[config.mk]
export PLATFORM = sky130hd
export DESIGN_NAME = pipeline_hazard_ctrl
export DESIGN_NICKNAME = d
export VERILOG_FILES = /design/src/rtl/riscv_pkg.sv /design/src/rtl/load_use_detect.sv /design/src/rtl/pipeline_hazard_ctrl.sv
export SDC_FILE = /design/constraint.sdc
export NUM_CORES = 1
export LEC_CHECK = 0
export ABC_CLOCK_PERIOD_IN_PS = 1900
export BUFFER_PORTS_ARGS = -buffer_cell sky130_fd_sc_hd__clkbuf_2
export CELL_PAD_IN_SITES_DETAIL_PLACEMENT = 0
export CELL_PAD_IN_SITES_GLOBAL_PLACEMENT = 1
export CORE_ASPECT_RATIO = 1.1
export CORE_MARGIN = 4
export CORE_UTILIZATION = 33
export CTS_CLUSTER_SIZE = 25
export DETAILED_ROUTE_END_ITERATION = 10
export GPL_ROUTABILITY_DRIVEN = 0
export GPL_TIMING_DRIVEN = 0
export PLACE_DENSITY_LB_ADDON = 0.1
export SETUP_SLACK_MARGIN = 0.4
export SLEW_MARGIN = 10
export SYNTH_ARGS = -nofsm -noshare
export SYNTH_HDL_FRONTEND = slang
export SYNTH_SLANG_ARGS = --single-unit
[constraint.sdc]
create_clock -name clk -period 1.9 [get_ports clk]
set_clock_uncertainty 0.2 [all_clocks]
set_input_delay 0.285 -clock clk [delete_from_list [all_inputs] [get_ports clk]]
set_output_delay 0.285 -clock clk [all_outputs]
set_load 0.1 [all_outputs]
[src/rtl/riscv_pkg.sv]
// Shared types for the pipeline hazard controller: FSM state encoding and
// the packed stall/flush control word, plus canned control patterns.
package riscv_pkg;

   typedef enum logic [1:0] {
      RUN      = 2'd0,
      MEM_WAIT = 2'd1,
      ERR      = 2'd2
   } hazard_state_t;

   typedef struct packed {
      logic pc_stall;
      logic if_id_stall;
      logic if_id_flush;
      logic id_ex_stall;
      logic id_ex_flush;
      logic ex_mem_stall;
      logic ex_mem_flush;
      logic mem_wb_flush;
   } hazard_ctrl_t;

   localparam hazard_ctrl_t CTRL_NONE = '0;

   // Freeze everything upstream of MEM and bubble WB while memory is busy.
   localparam hazard_ctrl_t CTRL_FREEZE = '{pc_stall: 1'b1, if_id_stall: 1'b1,
                                            id_ex_stall: 1'b1, ex_mem_stall: 1'b1,
                                            mem_wb_flush: 1'b1, default: 1'b0};

   localparam hazard_ctrl_t CTRL_REDIRECT = '{if_id_flush: 1'b1, id_ex_flush: 1'b1,
                                              default: 1'b0};

   localparam hazard_ctrl_t CTRL_LOAD_USE = '{pc_stall: 1'b1, if_id_stall: 1'b1,
                                              id_ex_flush: 1'b1, default: 1'b0};

endpackage

[src/rtl/load_use_detect.sv]
// Load-use hazard comparator: the load in EX writes a register the
// instruction in ID reads. x0 is never a real dependency.
module load_use_detect (
   input  logic [4:0] id_rs1_addr,
   input  logic [4:0] id_rs2_addr,
   input  logic [4:0] ex_rd_addr,
   input  logic       ex_mem_read,
   output logic       load_use
);

   always_comb begin
      load_use = 1'b0;
      if (ex_mem_read && (ex_rd_addr != 5'd0)) begin
         load_use = (ex_rd_addr == id_rs1_addr) || (ex_rd_addr == id_rs2_addr);
      end
   end

endmodule

[src/rtl/pipeline_hazard_ctrl.sv]
// Pipeline hazard controller: Mealy stall/flush priority mux plus a
// RUN/MEM_WAIT/ERR data-memory timeout FSM. Optional counters: HAZARD_PERF_CNT_EN.
module pipeline_hazard_ctrl
   import riscv_pkg::*;
#(
   parameter int unsigned MEM_TIMEOUT = 64
) (
   input  logic          clk,
   input  logic          reset,
   input  logic [4:0]    id_rs1_addr,
   input  logic [4:0]    id_rs2_addr,
   input  logic [4:0]    ex_rd_addr,
   input  logic          ex_mem_read,
   input  logic          ex_redirect,
   input  logic          mem_req,
   input  logic          dmem_ready,
   output hazard_ctrl_t  ctrl,
   output hazard_state_t state,
   output logic          bus_err
`ifdef HAZARD_PERF_CNT_EN
   ,
   output logic [31:0]   stall_cycles,
   output logic [31:0]   flush_events
`endif
);

   localparam int unsigned CW = $clog2(MEM_TIMEOUT + 1);

   hazard_state_t state_q;
   logic [CW-1:0] cnt_q;
   logic          bus_err_q;
   hazard_ctrl_t  ctrl_d;
   logic          load_use;
   logic          mem_wait;

   load_use_detect u_load_use (
      .id_rs1_addr (id_rs1_addr),
      .id_rs2_addr (id_rs2_addr),
      .ex_rd_addr  (ex_rd_addr),
      .ex_mem_read (ex_mem_read),
      .load_use    (load_use)
   );

   assign mem_wait = mem_req && !dmem_ready;

   // Reset gates the Mealy path so ctrl clears asynchronously with the state.
   always_comb begin
      ctrl_d = CTRL_NONE;
      if (!reset) begin
         if (state_q == ERR) begin
            ctrl_d = CTRL_FREEZE;
         end else if (mem_wait) begin
            ctrl_d = CTRL_FREEZE;
         end else if (ex_redirect) begin
            ctrl_d = CTRL_REDIRECT;
         end else if (load_use) begin
            ctrl_d = CTRL_LOAD_USE;
         end
      end
   end

   always_ff @(posedge clk or posedge reset) begin
      if (reset) begin
         state_q   <= RUN;
         cnt_q     <= '0;
         bus_err_q <= 1'b0;
      end else begin
         case (state_q)
            RUN: begin
               if (mem_wait) begin
                  state_q <= MEM_WAIT;
                  cnt_q   <= CW'(1);
               end
            end
            MEM_WAIT: begin
               if (!mem_wait) begin
                  state_q <= RUN;
                  cnt_q   <= '0;
               end else if (cnt_q == CW'(MEM_TIMEOUT)) begin
                  state_q   <= ERR;
                  bus_err_q <= 1'b1;
               end else begin
                  cnt_q <= cnt_q + CW'(1);
               end
            end
            ERR: begin
               state_q <= ERR;
            end
            default: begin
               state_q <= RUN;
               cnt_q   <= '0;
            end
         endcase
      end
   end

   assign ctrl    = ctrl_d;
   assign state   = state_q;
   assign bus_err = bus_err_q;

`ifdef HAZARD_PERF_CNT_EN
   logic [31:0] stall_cycles_q;
   logic [31:0] flush_events_q;

   always_ff @(posedge clk or posedge reset) begin
      if (reset) begin
         stall_cycles_q <= '0;
         flush_events_q <= '0;
      end else begin
         if (ctrl_d.pc_stall) begin
            stall_cycles_q <= stall_cycles_q + 32'd1;
         end
         if (ctrl_d.id_ex_flush) begin
            flush_events_q <= flush_events_q + 32'd1;
         end
      end
   end

   assign stall_cycles = stall_cycles_q;
   assign flush_events = flush_events_q;
`endif

endmodule

==> Yosys cells after proc, flatten, opt, wreduce, memory -nomap -nowiden <==
Index checks and enable logic that the tools add are counted.
{ "word_totals": {"wordCells": 36, "inputBits": 21, "reg_bits": 10, "output_inout_bits": 11} }
{ "classes": {"n_mux": 14, "bitwise_logic": 1, "n_eq_ne": 8, "n_reduce_logical": 9, "addsub": 1} }
{ "ops": {"columns": ["operator", "count"], "rows": [
  ["8-bit 2-to-1 mux", 5],
  ["7-bit 2-to-1 mux", 3],
  ["7-bit one-hot mux with 3 select lines", 1],
  ["5-bit == test", 2],
  ["7-bit by 1-bit adder with 7-bit output, second input constant", 1],
  ["7-bit == test, second input constant", 1],
  ["2-bit 2-to-1 mux", 3],
  ["3-bit != test, second input constant", 2],
  ["2-bit one-hot mux with 3 select lines", 1],
  ["3-bit AND reduction", 2],
  ["5-bit nonzero test", 1],
  ["2-bit by 1-bit == test with 1-bit output, second input constant", 1],
  ["2-bit == test, second input constant", 1],
  ["1-bit logical AND", 2],
  ["2-bit zero test", 1],
  ["2-bit != test, second input constant", 1],
  ["2-bit AND reduction", 1],
  ["1-bit zero test", 1],
  ["1-bit logical OR", 1],
  ["1-bit 2-to-1 mux", 1],
  ["1-bit NOT", 1]
]} }

==> Depth between registers and ports, before layout <==
Gate-level depths: netlist of the first run.
{ "depth": {"ltp_word": 8, "ltp_mapped": 6, "depth_no_buf": 6} }

==> Cells and area by module <==
A second synthesis of the first run with hierarchy kept.
{ "unflattened": {"cells_unflattened": 92, "hier_area_um2": 822.0} }
{ "by_module_without_submodules": {"columns": ["module", "cells_each", "seq_area_each_um2", "n_inst", "area_each_um2"], "rows": [
  ["pipeline_hazard_ctrl", 75, 250.2, 1, 696.9],
  ["load_use_detect", 17, 0.0, 1, 125.1]
]} }

==> Worst setup path after synthesis of the first run <==
OpenSTA, ideal clock, no wires.
{ "synth_timing": {"path_type": "reg2out", "start": "register state_q[0], in the netlist state[0]", "end": "output port ctrl[7] (netlist bit)", "path_stages_with_launch": 5, "slack_ps": -1911, "n_path_buf": 1, "arrival_time_ps": 3326, "cell_sequence": "dfrtp_1 > nand2b_1 > a21boi_0 > o22ai_1 > buf_4"} }
{ "synth_rtl": {"columns": ["item", "line", "text"], "rows": [
  ["start, declared", "pipeline_hazard_ctrl.sv:29", "hazard_state_t state_q;"],
  ["start signal, assigned", "pipeline_hazard_ctrl.sv:64", "state_q <= RUN;"],
  ["start signal, assigned", "pipeline_hazard_ctrl.sv:71", "state_q <= MEM_WAIT;"],
  ["start signal, assigned", "pipeline_hazard_ctrl.sv:77", "state_q <= RUN;"],
  ["end, declared", "pipeline_hazard_ctrl.sv:17", "output hazard_ctrl_t ctrl,"]
]} }

==> reports/qor.yml, run 1 <==
power_and_ir_drop:
  p_total_mw: 0.720
  peakVddDrop_uv: 438
  p_leak_nw: 0.686
  powerDensity_nw_per_um2: 488
synthesis:
  yosysUniqueCellTypes: 32
  syn-num-nets: 109
  synth_area_leaders: "dfrtp_1 (33%), xor2_1 (14%), buf_4 (4.0%)"
  syn_avg_cell_area_um2: 8.70
  synth_cells: 86
  syn_area_um2: 748
  synth_top_area_cell: "dfrtp_1"
  netlist.area_leader.share_pct: 33.4
  synth-seq-cells: 10
  ys_seq_area_share_pct: 33.4
  synth_warnings: 0
clock_tree:
  cts_num_sinks: 10
  numCtsBuffers: 3
  clk_latency_ns: 0.28
  cts_tree: "built"
  path_clk_slew_ns: 0.07
  cts_root_buf: "clkbuf_4"
  htreeDepth: 1
  cts_max_path_buffers: 2
final_layout:
  nFillCells: 168
  instances_no_fill: 165
  nets: 161
  drive_above_1_share_pct: 56.2
  fin_area_um2: 1480
  antennaDiodeCount: 0
  area_delta_synth_final_pct: 97.2
floorplanning:
  initial_core_util_pct: 35.9
  core-area_um2: 2080
  die_area_um2: 3090
  die_w_um: 53.4
  chipHeight_um: 57.9
  io_pins: 32
  row_count: 17
run_status:
  failed_checks: "negative setup slack"
  status: "complete, but fails checks"
min_path:
  hp-class: "register to register"
  hold_depth: 1
timing:
  min_period_ns: 2.19
  hold_viol: 0
  worstMarginPinSlew_ns: 0.503
  fin_setup_tns_ns: -1.42
  setup_viol: 12
  drv_slew: 0
  fmax_mhz: 457
  slew_headroom_pct: 66.4
  layout_setup_ws_ns: -0.289
  rsz0062_at_grt: "true"
  period_share_pct: 115
critical_path:
  critPathBufInv: 1
  reg2reg_depth: 7
  arrival_ns: 1.70
  critPathCaptureType: "output pin"
  crit_cells: 5
  crit_fanout: 4
  slowest_delay_ns: 0.49
  path_cells: "nand2b_4 -> a21boi_4 -> nand4_1 -> o21bai_4 -> clkbuf_16"
  path_delay_family: "flip-flops"
  timing_worst_setup_path_type: "register to output pin"
  startpoint_type: "register"
  rrSetupSlack_ns: -0.13
  cp.required_ns: 1.41
  slowest_stage: "dfrtp_4"
drt:
  drt-pass1-iter-count: 4
  ant_nets: 0
  drc: 0
  vias_per_cell: 5.12
  wirelength_um: 2550
  drtIter0Drc: 11
  vias: 844
  routedWlPerCell_um: 15.4
grt:
  antenna_found_initial: 0
  grt_use_total_pct: 17.6
  grt_start_max_net_pins: 11
  grt_pass1_wl_um: 4070
  grt_pass1_vias: 900
  overflow: 0
placed_design:
  portBuffers: 30
  hpwl_um: 1480
  dp_slack_ns: -0.328
  place_area_um2: 1030
  place_inst: 144
run:
  cap_violations: 0
[metal layers]
layer | routed length (um) | global-route usage, % | vias up
met2 | 1470 | 33.6 | 31
met4 | 36 | 6.57 | 0
met3 | 113 | 2.06 | 5
li1 | - | - | 401
met5 | 0 | 0 | -
met1 | 925 | 18.8 | 407
[where the power goes]
part	total [mW]	switching [mW]	leakage (nW)	internal (mW)
Combinational	0.297	0.162	0.532	0.135
Clock	0.199	0.0820	0.0210	0.117
Sequential	0.224	0.00483	0.133	0.219
Total	0.720	0.249	0.686	0.471
[worst reg2reg max path, stage by stage, from the launching register on]
cell,delay [ns]
dfrtp_4,0.49
buf_4,0.14
buf_6,0.11
or3b_4,0.37
buf_6,0.13
nor2b_4,0.13
o21bai_1,0.15
a32o_1,0.20
[final timing paths]
check / from / endpoint
setup / recovery: state[1] / ctrl[3]
hold / removal: bus_err / bus_err
setup reg to reg: state[1] / cnt_q[1]
hold reg to reg: bus_err / bus_err
max in group asynchronous: reset / state[1]
min in group asynchronous: reset / cnt_q[4]
[layout by cell type (no fill, tap or decap), drive strengths merged]
cell | netlist | layout
o22ai | 3 | 3
conb | 1 | 1
ha | 2 | 2
o311ai | 1 | 1
nand3 | 3 | 3
nor3 | 3 | 3
buf | 5 | 22
a31oi | 2 | 2
nand4 | 3 | 3
a22oi | 1 | 1
inv | 6 | 6
xor2 | 12 | 12
xnor2 | 1 | 1
nand2 | 5 | 5
and3 | 3 | 3
nand2b | 1 | 1
dfrtp | 10 | 10
a21oi | 1 | 1
nor2 | 7 | 7
o21bai | 3 | 3
o21ai | 4 | 4
a21boi | 1 | 1
clkbuf | 1 | 34
nand3b | 1 | 1
or3b | 1 | 1
dlygate4sd3 | 0 | 1
a32o | 1 | 1
and4bb | 1 | 1
a21o | 1 | 1
nand4bb | 1 | 1
nor2b | 1 | 1
[synth_stat cells]
master and number:
and4bb_2 1, and3_1 2, xor2_1 12, buf_2 1, a21oi_1 1, dfrtp_1 10, nand2_1 5, xnor2_1 1
nor2_1 7, nor3_1 3, a32o_1 1, conb_1 1, nand4_1 3, o22ai_1 3, and3_2 1, nand3_1 3
inv_1 6, nor2b_4 1, or3b_1 1, o21ai_0 4, o21bai_1 3, a22oi_1 1, a21boi_0 1, nand2b_1 1
clkbuf_1 1, o311ai_0 1, ha_1 2, nand3b_1 1, a31oi_1 2, buf_4 4, nand4bb_1 1, a21o_1 1
[registers in the layout, indices dropped and copies added, names as in the netlist]
register	count
cnt_q	7
state	2
bus_err	1
[area by class of cell]
cell class,instances,area [um^2],area share (%)
Timing Repair Buffer,47,489,33.2
Clock buffer,4,36.3,2.46
Tap cell,28,35.0,2.37
Buffer,6,90.1,6.11
Inverter,6,22.5,1.53
Sequential cell,10,258,17.5
Multi-Input combinational cell,64,544,36.9
[timing repair]
item | in CTS | in global routing
hold endpoints to repair | 10 | 0
buffers inserted | 8 | 8
hold buffers | 1 | 0
pin swaps | 3 | 1
resized for setup | 37 | 17
setup endpoints to repair | 20 | 19
gates cloned | 0 | 0
[cells by family after synthesis]
group | Yosys count | share of synthesized area, %
AO/OA/AOI/OAI | 18 | 16.1
XOR/XNOR | 13 | 15.2
adder cells (fa/ha/maj) | 2 | 3.34
buffers and inverters | 12 | 8.19
flip-flops | 10 | 33.4
other | 1 | 0.501
AND/OR/NAND/NOR | 30 | 23.2
[stage by stage]
step	utilization (%)	hold WS, ns
finish	70.8	0.278
global route	70.8	0.322
CTS	65.2	0.282
detailed placement	49.6	0.202
global placement	49.6	0.189
floorplan	-	-0.0583
No activity file was read; power rests on OpenSTA's default activity.
==> run 2, diff against run 1 <==
- CORE_UTILIZATION: 33 -> 34
- SYNTH_HIERARCHICAL: not set -> 1
==> run 2 against run 1 <==
The flow still finishes with violations (negative setup slack). Count of clock-buffer cells in the layout did not move. Combinational power is 2% lower. Critical endpoint is now ctrl[7]. Die area up 5.7%.
==> reports/qor.yml, run 2 <==
clock_tree:
  cts_max_path_buffers: 2
  cts_tree: "built"
  htreeDepth: 1
  cts_root_buf: "clkbuf_4"
  cts_num_sinks: 10
  path_clk_slew_ns: 0.07
  clk_latency_ns: 0.26
  numCtsBuffers: 3
power_and_ir_drop:
  p_leak_nw: 0.681
  peakVddDrop_uv: 455
  powerDensity_nw_per_um2: 453
floorplanning:
  core-area_um2: 2270
  io_pins: 32
  die_area_um2: 3270
  initial_core_util_pct: 36.1
  chipHeight_um: 59.6
  die_w_um: 54.9
  row_count: 18
final_layout:
  largest_reg_flops: 7
  final_common_cell: "clkbuf_2"
  antennaDiodeCount: 0
  top_register: "cnt_q"
  nets: 165
  fin_area_um2: 1580
  final_cell_mix: "clkbuf_2 (18), buf_6 (9), xor2_1 (8)"
  postLayoutCoreUtil_pct: 69.4
  drive_above_1_share_pct: 60.3
  area_delta_synth_final_pct: 92.1
critical_path:
  reg2reg_depth: 6
  startpoint_type: "input pin"
  arrival_ns: 1.67
  cp.required_ns: 1.41
  timing.rr.end: "cnt_q[5]"
  crit_fanout: 3
  rrSetupSlack_ns: 0
  slowest_delay_ns: 0.52
  path_cells: "clkbuf_2 -> or4_1 -> o21ai_1 -> a21oi_2 -> nand2b_1 -> a21oi_4 -> buf_12 -> clkbuf_16"
  critPathCaptureType: "output pin"
  slowest_stage: "or4_1"
  timing_worst_setup_path_type: "input pin to output pin"
  critPathBufInv: 3
  timing.rr.start: "state[0]"
  cp-startpoint: "ex_rd_addr[1]"
  path_delay_family: "simple AND/OR/NAND/NOR gates"
min_path:
  hold_depth: 4
  hp-start: "dmem_ready"
  holdPathEnd: "state[1]"
  hp-class: "input pin to register"
drt:
  ant_nets: 0
  routedWlPerCell_um: 15.1
  wirelength_um: 2570
  drtIter0Drc: 14
  vias: 886
  drc: 0
  drt-pass1-iter-count: 4
  vias_per_cell: 5.18
timing:
  fmax_mhz: 463
  hold_viol: 0
  setup_viol: 7
  min_period_ns: 2.16
  drv_slew: 0
  period_share_pct: 114
  rsz0062_at_grt: "true"
  layout_setup_ws_ns: -0.259
run_status:
  failed_checks: "negative setup slack"
  status: "complete, but fails checks"
synthesis:
  synth_warnings: 6
  synth_area_leaders: "dfrtp_1 (30%), xor2_1 (8.5%), xnor2_1 (4.3%)"
  synth_ff_type: "dfrtp_1"
  syn_avg_cell_area_um2: 8.94
  syn_area_um2: 822
  ys_async_sr_fraction_pct: 100
  syn-num-nets: 115
  synth_edf_count: 0
  ys_seq_area_share_pct: 30.4
  netlist.area_leader.share_pct: 30.4
  synth_cells: 92
  yosysUniqueCellTypes: 36
  yosys-top-cells-count: "dfrtp_1 (10), nand2_1 (9), xor2_1 (8)"
  synth-seq-cells: 10
  synth_top_area_cell: "dfrtp_1"
  synth_most_common_cell: "dfrtp_1"
grt:
  grt_pass1_wl_um: 3660
  grt_start_max_net_pins: 11
  grt_use_total_pct: 15.1
  grt_pass1_vias: 866
  antenna_found_initial: 0
  overflow: 0
placed_design:
  place_area_um2: 1100
  hpwl_um: 1570
  portBuffers: 30
run:
  cap_violations: 0
-- run 2: cell count changes after synthesis, sizes merged, moves of 4 or more --
cell	change
nor2	-6
nand2	+4
o211ai	+4
xor2	-4
-- run 2: routing by layer --
layer / up-vias / wire (um) / GRT usage [%]
li1: 428 / - / -
met2: 32 / 1340 / 26.4
met3: 6 / 206 / 3.02
met5: - / 0 / 0
met4: 0 / 34 / 5.69
met1: 420 / 995 / 17.5
-- run 2: metrics by stage --
stage                     worst slack, ns  hold slack [ns]  power, mW  setup TNS (ns)  std cells
after floorplan                    -0.539          -0.0617      0.392           -2.69         92
after global placement             -0.483            0.182      0.442           -1.92        152
after detailed placement           -0.510            0.176      0.444           -2.04        152
after CTS                          -0.241            0.228      0.689           -1.48        164
after global routing               -0.311            0.241      0.750           -2.03        171
final                              -0.259            0.229      0.715           -1.56        171
-- run 2: power breakdown --
part           switching [mW]  leakage (nW)  total [mW]  internal (mW)
logic                   0.159         0.530       0.292          0.133
clock network          0.0777        0.0210       0.194          0.116
registers             0.00866         0.130       0.229          0.220
total                   0.246         0.681       0.715          0.469
-- run 2: kinds of logic (layout without fill, tap and decap cells) --
group	after synthesis	count (layout)	share of synthesized area, %
buf+inv	11	60	9.28
compound gates	19	19	16.7
flops	10	10	30.4
xor+xnor	12	12	12.8
simple gates	36	36	26.0
fa+ha+maj	2	2	3.04
mux	1	1	1.22
other cells	1	1	0.456
-- run 2: worst max path at each step --
stage,to,slack [ns],cells past startpoint
floorplan,ctrl[7],-0.54,5
global placement,ctrl[7],-0.48,9
detailed placement,ctrl[7],-0.51,9
CTS,ctrl[7],-0.24,9
global route,ctrl[7],-0.31,9
finish,ctrl[7],-0.26,8
-- run 2: final cells by class --
class / count / area (um^2)
Fill cell: 169 / 696
Multi-Input combinational cell: 71 / 643
Clock buffer: 4 / 36.3
Timing Repair Buffer: 45 / 482
Tap cell: 30 / 37.5
Buffer: 7 / 105
Sequential cell: 10 / 260
Inverter: 4 / 15.0
-- run 2: worst register-to-register path: cells and delay by family (launching register included) --
| kind | cells | cell delay [ns] |
|---|---|---|
| DFF | 1 | 0.42 |
| and+or+nand+nor | 2 | 0.78 |
| AOI/OAI and AO/OA | 1 | 0.11 |
| buffers and inverters | 3 | 0.30 |
-- run 2: what timing repair did --
item	in CTS	in global routing
resized for setup	45	22
buffers inserted	7	6
cloned	0	1
endpoints found under the setup margin	20	18
endpoints found under the hold margin	10	0
hold buffers	1	0
pin swaps	12	13
